## config.mk

```make
export PLATFORM = sky130hd
export DESIGN_NAME = ram_fifo_ctrl_flat
export DESIGN_NICKNAME = d
export VERILOG_FILES = /design/src/rtl/ram_fifo_ctrl_if.sv /design/src/rtl/ram_fifo_ctrl.sv /design/src/flat_wrapper.sv
export SDC_FILE = /design/constraint.sdc
export NUM_CORES = 1
export LEC_CHECK = 0
export BUFFER_PORTS_ARGS = -buffer_cell sky130_fd_sc_hd__buf_4
export CORE_AREA = 4 4 77 79
export CTS_CLUSTER_DIAMETER = 80
export DETAILED_ROUTE_END_ITERATION = 12
export DIE_AREA = 0 0 81 83
export PLACE_DENSITY = 0.75
export SYNTH_ARGS = -nofsm -noshare
export SYNTH_HDL_FRONTEND = slang
export SYNTH_SLANG_ARGS = --single-unit
```

## constraint.sdc

```tcl
create_clock -name clk -period 4.8 [get_ports clk]
set_input_delay 0.72 -clock clk [delete_from_list [all_inputs] [get_ports clk]]
set_output_delay 0.72 -clock clk [all_outputs]
set_load 0.02 [all_outputs]
```

## src/rtl/ram_fifo_ctrl_if.sv

```systemverilog
// ram_fifo_ctrl_if
//   Bundles the signals around ram_fifo_ctrl: the producer/consumer handshake
//   and the single-port ram bus.
//   Optional: FIFO_LEVEL_EN adds level, almost_full and almost_empty.
//
//   Ports of the modports:
//     slave  : the controller (drives ready/valid/flags and ram_*, reads ram_out)
//     master : the producer/consumer plus ram side (drives push/pop/data and ram_out)
//
//   Handshake: a push transfers on a cycle where push && push_ready, a pop on
//   a cycle where pop && pop_ready. pop_valid is a one-cycle strobe one clock
//   after each transferred pop; pop_data is meaningful only while pop_valid=1.
interface ram_fifo_ctrl_if #(
  parameter int DATA_W = 10,
  parameter int ADDR_W = 8
);
  logic              push;
  logic [DATA_W-1:0] push_data;
  logic              push_ready;
  logic              pop;
  logic              pop_ready;
  logic [DATA_W-1:0] pop_data;
  logic              pop_valid;
  logic              full;
  logic              empty;
  logic [DATA_W-1:0] ram_in;
  logic [ADDR_W-1:0] ram_addr;
  logic              ram_en;
  logic              ram_we;
  logic [DATA_W-1:0] ram_out;
`ifdef FIFO_LEVEL_EN
  logic [ADDR_W:0]   level;
  logic              almost_full;
  logic              almost_empty;
`endif

  modport slave (
    input  push, push_data, pop, ram_out,
    output push_ready, pop_ready, pop_data, pop_valid, full, empty,
           ram_in, ram_addr, ram_en, ram_we
`ifdef FIFO_LEVEL_EN
    , output level, almost_full, almost_empty
`endif
  );

  modport master (
    output push, push_data, pop, ram_out,
    input  push_ready, pop_ready, pop_data, pop_valid, full, empty,
           ram_in, ram_addr, ram_en, ram_we
`ifdef FIFO_LEVEL_EN
    , input level, almost_full, almost_empty
`endif
  );
endinterface

```

## src/rtl/ram_fifo_ctrl.sv

```systemverilog
// ram_fifo_ctrl
//   Turns a single-port synchronous ram (one access per clock, read data one
//   clock after an en=1/we=0 access) into a FIFO using wrapping read/write
//   pointers and an occupancy counter.
//
//   Ports:
//     clk  : clock, all state on the rising edge
//     rst  : asynchronous active-low reset
//     bus  : ram_fifo_ctrl_if.slave (push/pop handshake, flags, ram bus)
//
//   Optional macro FIFO_LEVEL_EN: adds bus.level (= count) and registered
//   bus.almost_full (count >= AF_LEVEL) / bus.almost_empty (count <= AE_LEVEL).
//
//   The ram has one port, so a pop and a push can't both be served in one
//   cycle: pop wins and push_ready drops combinationally while a pop is
//   being accepted.
module ram_fifo_ctrl #(
  parameter int DATA_W   = 10,
  parameter int ADDR_W   = 8,
  parameter int DEPTH    = 256,
  parameter int AF_LEVEL = 240,
  parameter int AE_LEVEL = 16
) (
  input logic           clk,
  input logic           rst,
  ram_fifo_ctrl_if.slave bus
);

  localparam logic [ADDR_W:0] FULL_CNT = (ADDR_W+1)'(DEPTH);

  // Pointer wrap relies on natural ADDR_W-bit overflow, so DEPTH must be 2**ADDR_W.
  if (DEPTH != (1 << ADDR_W) || AE_LEVEL >= AF_LEVEL || AF_LEVEL > DEPTH) begin : g_param_check
    $error("ram_fifo_ctrl: inconsistent DEPTH/ADDR_W/AF_LEVEL/AE_LEVEL");
  end

  logic [ADDR_W:0]   count, count_nxt;
  logic [ADDR_W-1:0] wr_ptr, rd_ptr;
  logic [ADDR_W-1:0] addr_q, addr_w;
  logic [DATA_W-1:0] in_q, in_w;
  logic [DATA_W-1:0] data_q;
  logic              pop_valid_q;
  logic              en_w, we_w;
  logic              empty_w, full_w;
  logic              pop_acc, push_acc;

  // Flags come from the counter, not pointer equality, so full and empty
  // are unambiguous when rd_ptr == wr_ptr.
  assign empty_w  = (count == '0);
  assign full_w   = (count == FULL_CNT);
  assign pop_acc  = bus.pop && !empty_w;
  assign push_acc = bus.push && !full_w && !pop_acc;

  always_comb begin
    count_nxt = count;
    if (pop_acc)       count_nxt = count - (ADDR_W+1)'(1);
    else if (push_acc) count_nxt = count + (ADDR_W+1)'(1);
  end

  // Ram drive is combinational so the ram samples this cycle's request at
  // the same edge that advances the pointers. Idle cycles replay the last
  // address/data so the bus doesn't toggle needlessly.
  always_comb begin
    en_w   = 1'b0;
    we_w   = 1'b0;
    addr_w = addr_q;
    in_w   = in_q;
    if (pop_acc) begin
      en_w   = 1'b1;
      addr_w = rd_ptr;
    end else if (push_acc) begin
      en_w   = 1'b1;
      we_w   = 1'b1;
      addr_w = wr_ptr;
      in_w   = bus.push_data;
    end
  end

  // Gated by rst so the ram sees an idle, zeroed bus for the whole reset,
  // even while push is held high.
  assign bus.ram_en   = rst & en_w;
  assign bus.ram_we   = rst & we_w;
  assign bus.ram_addr = rst ? addr_w : '0;
  assign bus.ram_in   = rst ? in_w   : '0;

  always_ff @(posedge clk or negedge rst) begin
    if (!rst) begin
      count       <= '0;
      wr_ptr      <= '0;
      rd_ptr      <= '0;
      addr_q      <= '0;
      in_q        <= '0;
      pop_valid_q <= 1'b0;
      data_q      <= '0;
    end else begin
      count       <= count_nxt;
      addr_q      <= addr_w;
      in_q        <= in_w;
      pop_valid_q <= pop_acc;
      if (pop_acc)     rd_ptr <= rd_ptr + ADDR_W'(1);
      if (push_acc)    wr_ptr <= wr_ptr + ADDR_W'(1);
      // Keep the delivered word so pop_data holds after the strobe.
      if (pop_valid_q) data_q <= bus.ram_out;
    end
  end

  // Ram read data is live in the strobe cycle; afterwards show the held copy.
  assign bus.pop_data   = pop_valid_q ? bus.ram_out : data_q;
  assign bus.pop_valid  = pop_valid_q;
  assign bus.pop_ready  = !empty_w;
  assign bus.push_ready = !full_w && !pop_acc;
  assign bus.full       = full_w;
  assign bus.empty      = empty_w;

`ifdef FIFO_LEVEL_EN
  localparam logic [ADDR_W:0] AF_CNT = (ADDR_W+1)'(AF_LEVEL);
  localparam logic [ADDR_W:0] AE_CNT = (ADDR_W+1)'(AE_LEVEL);

  logic af_q, ae_q;

  // Registered from count_nxt so the flags change on the same edge as count.
  always_ff @(posedge clk or negedge rst) begin
    if (!rst) begin
      af_q <= 1'b0;
      ae_q <= 1'b1;
    end else begin
      af_q <= (count_nxt >= AF_CNT);
      ae_q <= (count_nxt <= AE_CNT);
    end
  end

  assign bus.level        = count;
  assign bus.almost_full  = af_q;
  assign bus.almost_empty = ae_q;
`endif

endmodule

```

## src/flat_wrapper.sv

```systemverilog
// flat-port wrapper written by rule: the top's interface ports become plain ports
module ram_fifo_ctrl_flat 
#(
  parameter int DATA_W   = 10,
  parameter int ADDR_W   = 8,
  parameter int DEPTH    = 256,
  parameter int AF_LEVEL = 240,
  parameter int AE_LEVEL = 16
)
  (clk, rst, bus_push, bus_push_data, bus_pop, bus_ram_out, bus_push_ready, bus_pop_ready, bus_pop_data, bus_pop_valid, bus_full, bus_empty, bus_ram_in, bus_ram_addr, bus_ram_en, bus_ram_we);
  ram_fifo_ctrl_if #(.DATA_W(DATA_W), .ADDR_W(ADDR_W)) bus_i ();
  input logic clk;
  input logic rst;
  input wire logic [$bits(bus_i.push)-1:0] bus_push;
  input wire logic [$bits(bus_i.push_data)-1:0] bus_push_data;
  input wire logic [$bits(bus_i.pop)-1:0] bus_pop;
  input wire logic [$bits(bus_i.ram_out)-1:0] bus_ram_out;
  output wire logic [$bits(bus_i.push_ready)-1:0] bus_push_ready;
  output wire logic [$bits(bus_i.pop_ready)-1:0] bus_pop_ready;
  output wire logic [$bits(bus_i.pop_data)-1:0] bus_pop_data;
  output wire logic [$bits(bus_i.pop_valid)-1:0] bus_pop_valid;
  output wire logic [$bits(bus_i.full)-1:0] bus_full;
  output wire logic [$bits(bus_i.empty)-1:0] bus_empty;
  output wire logic [$bits(bus_i.ram_in)-1:0] bus_ram_in;
  output wire logic [$bits(bus_i.ram_addr)-1:0] bus_ram_addr;
  output wire logic [$bits(bus_i.ram_en)-1:0] bus_ram_en;
  output wire logic [$bits(bus_i.ram_we)-1:0] bus_ram_we;
  assign bus_i.push = bus_push;
  assign bus_i.push_data = bus_push_data;
  assign bus_i.pop = bus_pop;
  assign bus_i.ram_out = bus_ram_out;
  assign bus_push_ready = bus_i.push_ready;
  assign bus_pop_ready = bus_i.pop_ready;
  assign bus_pop_data = bus_i.pop_data;
  assign bus_pop_valid = bus_i.pop_valid;
  assign bus_full = bus_i.full;
  assign bus_empty = bus_i.empty;
  assign bus_ram_in = bus_i.ram_in;
  assign bus_ram_addr = bus_i.ram_addr;
  assign bus_ram_en = bus_i.ram_en;
  assign bus_ram_we = bus_i.ram_we;
  ram_fifo_ctrl #(.DATA_W(DATA_W), .ADDR_W(ADDR_W), .DEPTH(DEPTH), .AF_LEVEL(AF_LEVEL), .AE_LEVEL(AE_LEVEL)) u_core (.clk(clk), .rst(rst), .bus(bus_i));
endmodule
```

* After elaboration in Yosys (flattened, before gate mapping) *
Cells that the tools add are included.
Widths: inputs -> output; s select.

operators by class
  reductions and logical operators = 9
  bitwise gates (word level) = 2
  eq/ne operators = 1
  mux-type cells = 12
  add/subtract/negate cells = 4

operators by type and width
  kind                 number
  $mux 10              4
  $mux 8               3
  $mux 9               2
  $add 8x1->8 const B  2
  $add 9x1->9 const B  1
  $eq 9x9->1 const B   1
  $logic_not 9->1      1
  $sub 9x1->9 const B  1
  $logic_and 1x1->1    4
  $logic_not 1->1      3
  $mux 1               3
  $and 1x1->1          2
  $reduce_bool 2->1    1

storage, ports and cells
  register bits = 54
  input port bits = 24
  word-level logic and storage cells = 35

* Depth between registers and ports, before layout *
  depth in word-level cells = 8
  gate-level depth with buffers = 9
  depth with buffers taken out = 9

* Worst setup path after synthesis *
No wires, ideal clock.

  path type = flip-flop to flip-flop
  start = reg u_core.count[0]
  end = reg u_core.count[8]
  period minus slack after synthesis = 3165 ps
  arrival time = 3085 ps
  stages on the path, launching flop included = 10
  setup time = 80 ps
  required time = 4720 ps
  setup slack = 1635 ps
  path through = dfrtp_1 > or4_4 > o31ai_1 > inv_1 > fa_1 > a211oi_1 > o21ai_0 > a31oi_1 > mux2i_1 > xnor2_1

on the way
  longest elaborated chain between the ends = 6

RTL lines
  element                      RTL line             source
  start, declared              ram_fifo_ctrl.sv:36  logic [ADDR_W:0] count, count_nxt;
  start signal, assigned       ram_fifo_ctrl.sv:95  count <= count_nxt;
  $logic_not 9->1 *            ram_fifo_ctrl.sv:48  assign empty_w = (count == '0);
  $logic_not 1->1 *            ram_fifo_ctrl.sv:50  assign pop_acc = bus.pop && !empty_w;
  $logic_and 1x1->1 *          ram_fifo_ctrl.sv:50
  via u_core.pop_acc           ram_fifo_ctrl.sv:44  logic pop_acc, push_acc;
  $logic_not 1->1              ram_fifo_ctrl.sv:51  assign push_acc = bus.push && !full_w && !pop_acc;
  $logic_and 1x1->1            ram_fifo_ctrl.sv:51
  $reduce_bool 2->1 (no line)  -

The timed path passes the listed nets; every way through them passes the cells marked *. The select of a mux whose other input is x is not followed.
A chain may end at the register's enable or synchronous reset.

* Final worst setup path *
  start = reg u_core.count[0]
  end = out bus_ram_in[0]

on the way
  longest elaborated chain between the ends = 8

RTL lines
  element             RTL line             source
  $logic_not 9->1     ram_fifo_ctrl.sv:48
  $logic_not 1->1     ram_fifo_ctrl.sv:50
  $logic_and 1x1->1   ram_fifo_ctrl.sv:50
  $logic_not 1->1     ram_fifo_ctrl.sv:51
  $logic_and 1x1->1   ram_fifo_ctrl.sv:51
  $mux 10             ram_fifo_ctrl.sv:70  end else if (push_acc) begin
  $mux 10 *           ram_fifo_ctrl.sv:67  if (pop_acc) begin
  via u_core.in_w[0]  ram_fifo_ctrl.sv:39  logic [DATA_W-1:0] in_q, in_w;
  $mux 10 *           ram_fifo_ctrl.sv:83  assign bus.ram_in = rst ? in_w : '0;
  end, declared       flat_wrapper.sv:24   output wire logic [$bits(bus_i.ram_in)-1:0] bus_ram_in;

The timed path passes the listed nets; every way through them passes the cells marked *.

==> reports/qor.txt <==
outcome = completed
row count = 27
final setup vio count = 0
pwr/cell area = 486.7 mW/mm²
layout cells sized above 1 = 0.3017
Yosys cell types = 37
most frequent cells in the layout = buf_4, dfrtp_1, nor2_1, nand2_1, xnor2_1
I/O pin total = 59
Worst-Skew Late Latency = 0.30 ns
Placer Congestion = 0.7920
Max Fclk = 281.5 MHz
Initial Util = 0.4916
Final #Nets = 328
max-slew violations = 0
P_leak = 0.001512 µW
Final Cell Area = 0.003227 mm²
placed inst area = 0.003122 mm²
initial antenna violation count = 0
Clk Tree Root Cell = clkbuf_8
Sink Count = 54
vias after detailed routing = 1,858
max cap viols = 0
syn_nets = 268
worst vdd ir = 0.2465 mV
leading cell type in the layout, fill and taps excluded = buf_4
vias per cell = 5.063
largest family of logic cells by synthesized area = simple AND/OR/NAND/NOR gates
Die Footprint = 0.006723 mm²
fill cell count = 481
Area contributors post-synth = dfrtp_1, mux2_2, xnor2_1
Psw = 549.2 µW
Synth Area in Simple Gates = 0.1426
Synth Area in Adders = 0.05055
area occupied by registers = 0.001351 mm²
Max Clock Skew = 0.01061 ns
HPWL Detailed = 3.787 mm
Tot GR Track Use = 0.1669
clock share of power = 0.173
WL final = 5.067 mm
Critical Path RT = 4.08 ns
per-cell routed wire length = 13.81 µm
DIE WIDTH = 81 µm
sequential share of power = 0.449
H-tree depth = 2
ANT cells = 0
area of the multi-input gates = 0.001204 mm²
CP Data Arrival Time = 2.83 ns
Switching Share = 0.3497
Internal Power = 1021 µW
area share of the largest cell type after synthesis = 0.5150
post-cts sizing count = 0
Placed Cells = 359
Tmin final = 3.553 ns
Worst Setup Path Type = register to output port
RSZ-0062 raised after global routing = no
clock tree buffer depth = 2
Reg clk slew, reported paths = 0.09 ns
final cell count without fillers = 367
detailed-route DRC error count = 0
CP startpoint kind = register
GRT overflow = 0
slew margin rel. = 0.5435
largest fanout on the critical path = 15
hold buffers post-CTS = 0
Synth Cell Area = 0.002624 mm²
Avg Cell Area, Syn = 11.21 µm²
Core Area = 0.005338 mm²
Yosys warning total = 0
chip height = 83 µm
Logic pwr share = 0.378
R2R setup slack = 1.45 ns
largest net degree at the start of global routing = 35
PortBufs = 58
Post-Synth XOR/XNOR Area = 0.07344
leading area contributor after synthesis = dfrtp_1
Initial DRT Pass Iterations = 4
total CTS buffers = 5
final-report hold violation count = 0
WHS = 0.3318 ns
first-pass GRT wire length = 8.714 mm
vias in the first global route = 1,883
post-synthesis mux area share = 0.1054
Worst Hold Class = primary input to async pin
slew at the pin closest to its max-slew limit = 0.6848 ns
CTS tree = yes
Layout area overhead = 22.99%
Detail Route Antenna Nets = 0
Critical Path End Type = output port
Synth Area in Compound Gates = 0.08679
setup tns final = 0 ns
Seq/Total Area, Yosys = 0.5150
R2R depth = 10
register bit total from synthesis = 54
DRT iter0 DRCs = 71
Cells after Synth = 234
crit share post-route = 0.7401
Post-CTS Repair Setup Buffers = 0
## power by group through the flow
stage | logic (µW) | clock network (µW) | registers [µW]
floorplan | 458 | 0 | 682
global placement | 592 | 0 | 709
detailed placement | 601 | 0 | 716
CTS | 603 | 283 | 707
global route | 667 | 305 | 727
finish | 594 | 272 | 705
## area by class of cell
| class | count | area share |
|---|---|---|
| inverter | 5 | 0.005816 |
| tap | 72 | 0.02792 |
| sequential | 54 | 0.4188 |
| clock buffer | 7 | 0.02986 |
| clock inverter | 1 | 0.002714 |
| multi-input combinational | 167 | 0.3730 |
| timing repair buffer | 61 | 0.1419 |
## worst max-delay path, cell delays in order, from the launching register on
cell and delay [ns]:
dfrtp_1 0.45, or4_4 0.56, o21ai_0 0.20, and2_1 0.60, mux2_2 0.42, and2_1 0.16, buf_4 0.15
## cell usage after synthesis, drive strengths merged
cell type,count
nand3,3
fa,1
or4,2
clkinv,1
dfrtp,54
o22a,1
ha,9
nor3,12
nand2b,1
nand2,18
a21oi,4
a21o,2
and2,11
o22ai,10
nand4,5
a31oi,1
xor2,6
clkbuf,2
a211o,1
o21ai,9
o31ai,1
o21a,2
o31a,1
nor2,20
o21bai,2
mux2,22
a211oi,2
or3,2
and4,1
inv,4
buf,6
mux2i,1
and3,1
xnor2,16
## sequential cells by signal (all words and copies together) (netlist names)
name and count:
u_core.rd_ptr 8, u_core.addr_q 8, u_core.data_q 10, u_core.bus.pop_valid 1, u_core.count 9, u_core.wr_ptr 8
u_core.in_q 10
## per-layer routing
metal / track usage / vias up / routed length (µm) / part of all wire
met1: 0.2188 / 884 / 2287 / 0.45
met2: 0.2681 / 32 / 2494 / 0.49
met5: 0 / - / 0 / 0
met3: 0.04121 / 5 / 207 / 0.041
li1: - / 937 / - / -
met4: 0.05530 / 0 / 77 / 0.015
## per-stage QoR
stage                     setup slack [ns]  power (µW)    util
final                                1.247        1571  0.6045
after global routing                 1.016        1699  0.6045
after CTS                            1.186        1593  0.6045
after detailed placement             1.448        1316  0.5849
after global placement               1.516        1301  0.5849
after floorplan                      1.635        1140       -
## logic make-up after synthesis
kind of cell,count (synthesis)
XOR/XNOR,22
flip-flops,54
buffers and inverters,13
multiplexers,23
AO/OA/AOI/OAI,36
AND/OR/NAND/NOR,76
adder cells (fa/ha/maj),10
## path summary, 6_finish.rpt
| check | endpoint | startpoint |
|---|---|---|
| max | bus_ram_in[0] | u_core.count[0] |
| max in group asynchronous | u_core.rd_ptr[2] | rst |
| min reg2reg | u_core.in_q[3] | u_core.in_q[3] |
| min in group clk | u_core.in_q[3] | u_core.in_q[3] |
| min | u_core.data_q[0] | rst |
| max reg2reg | u_core.count[8] | u_core.count[0] |
No activity file was read; power rests on OpenSTA's default activity.
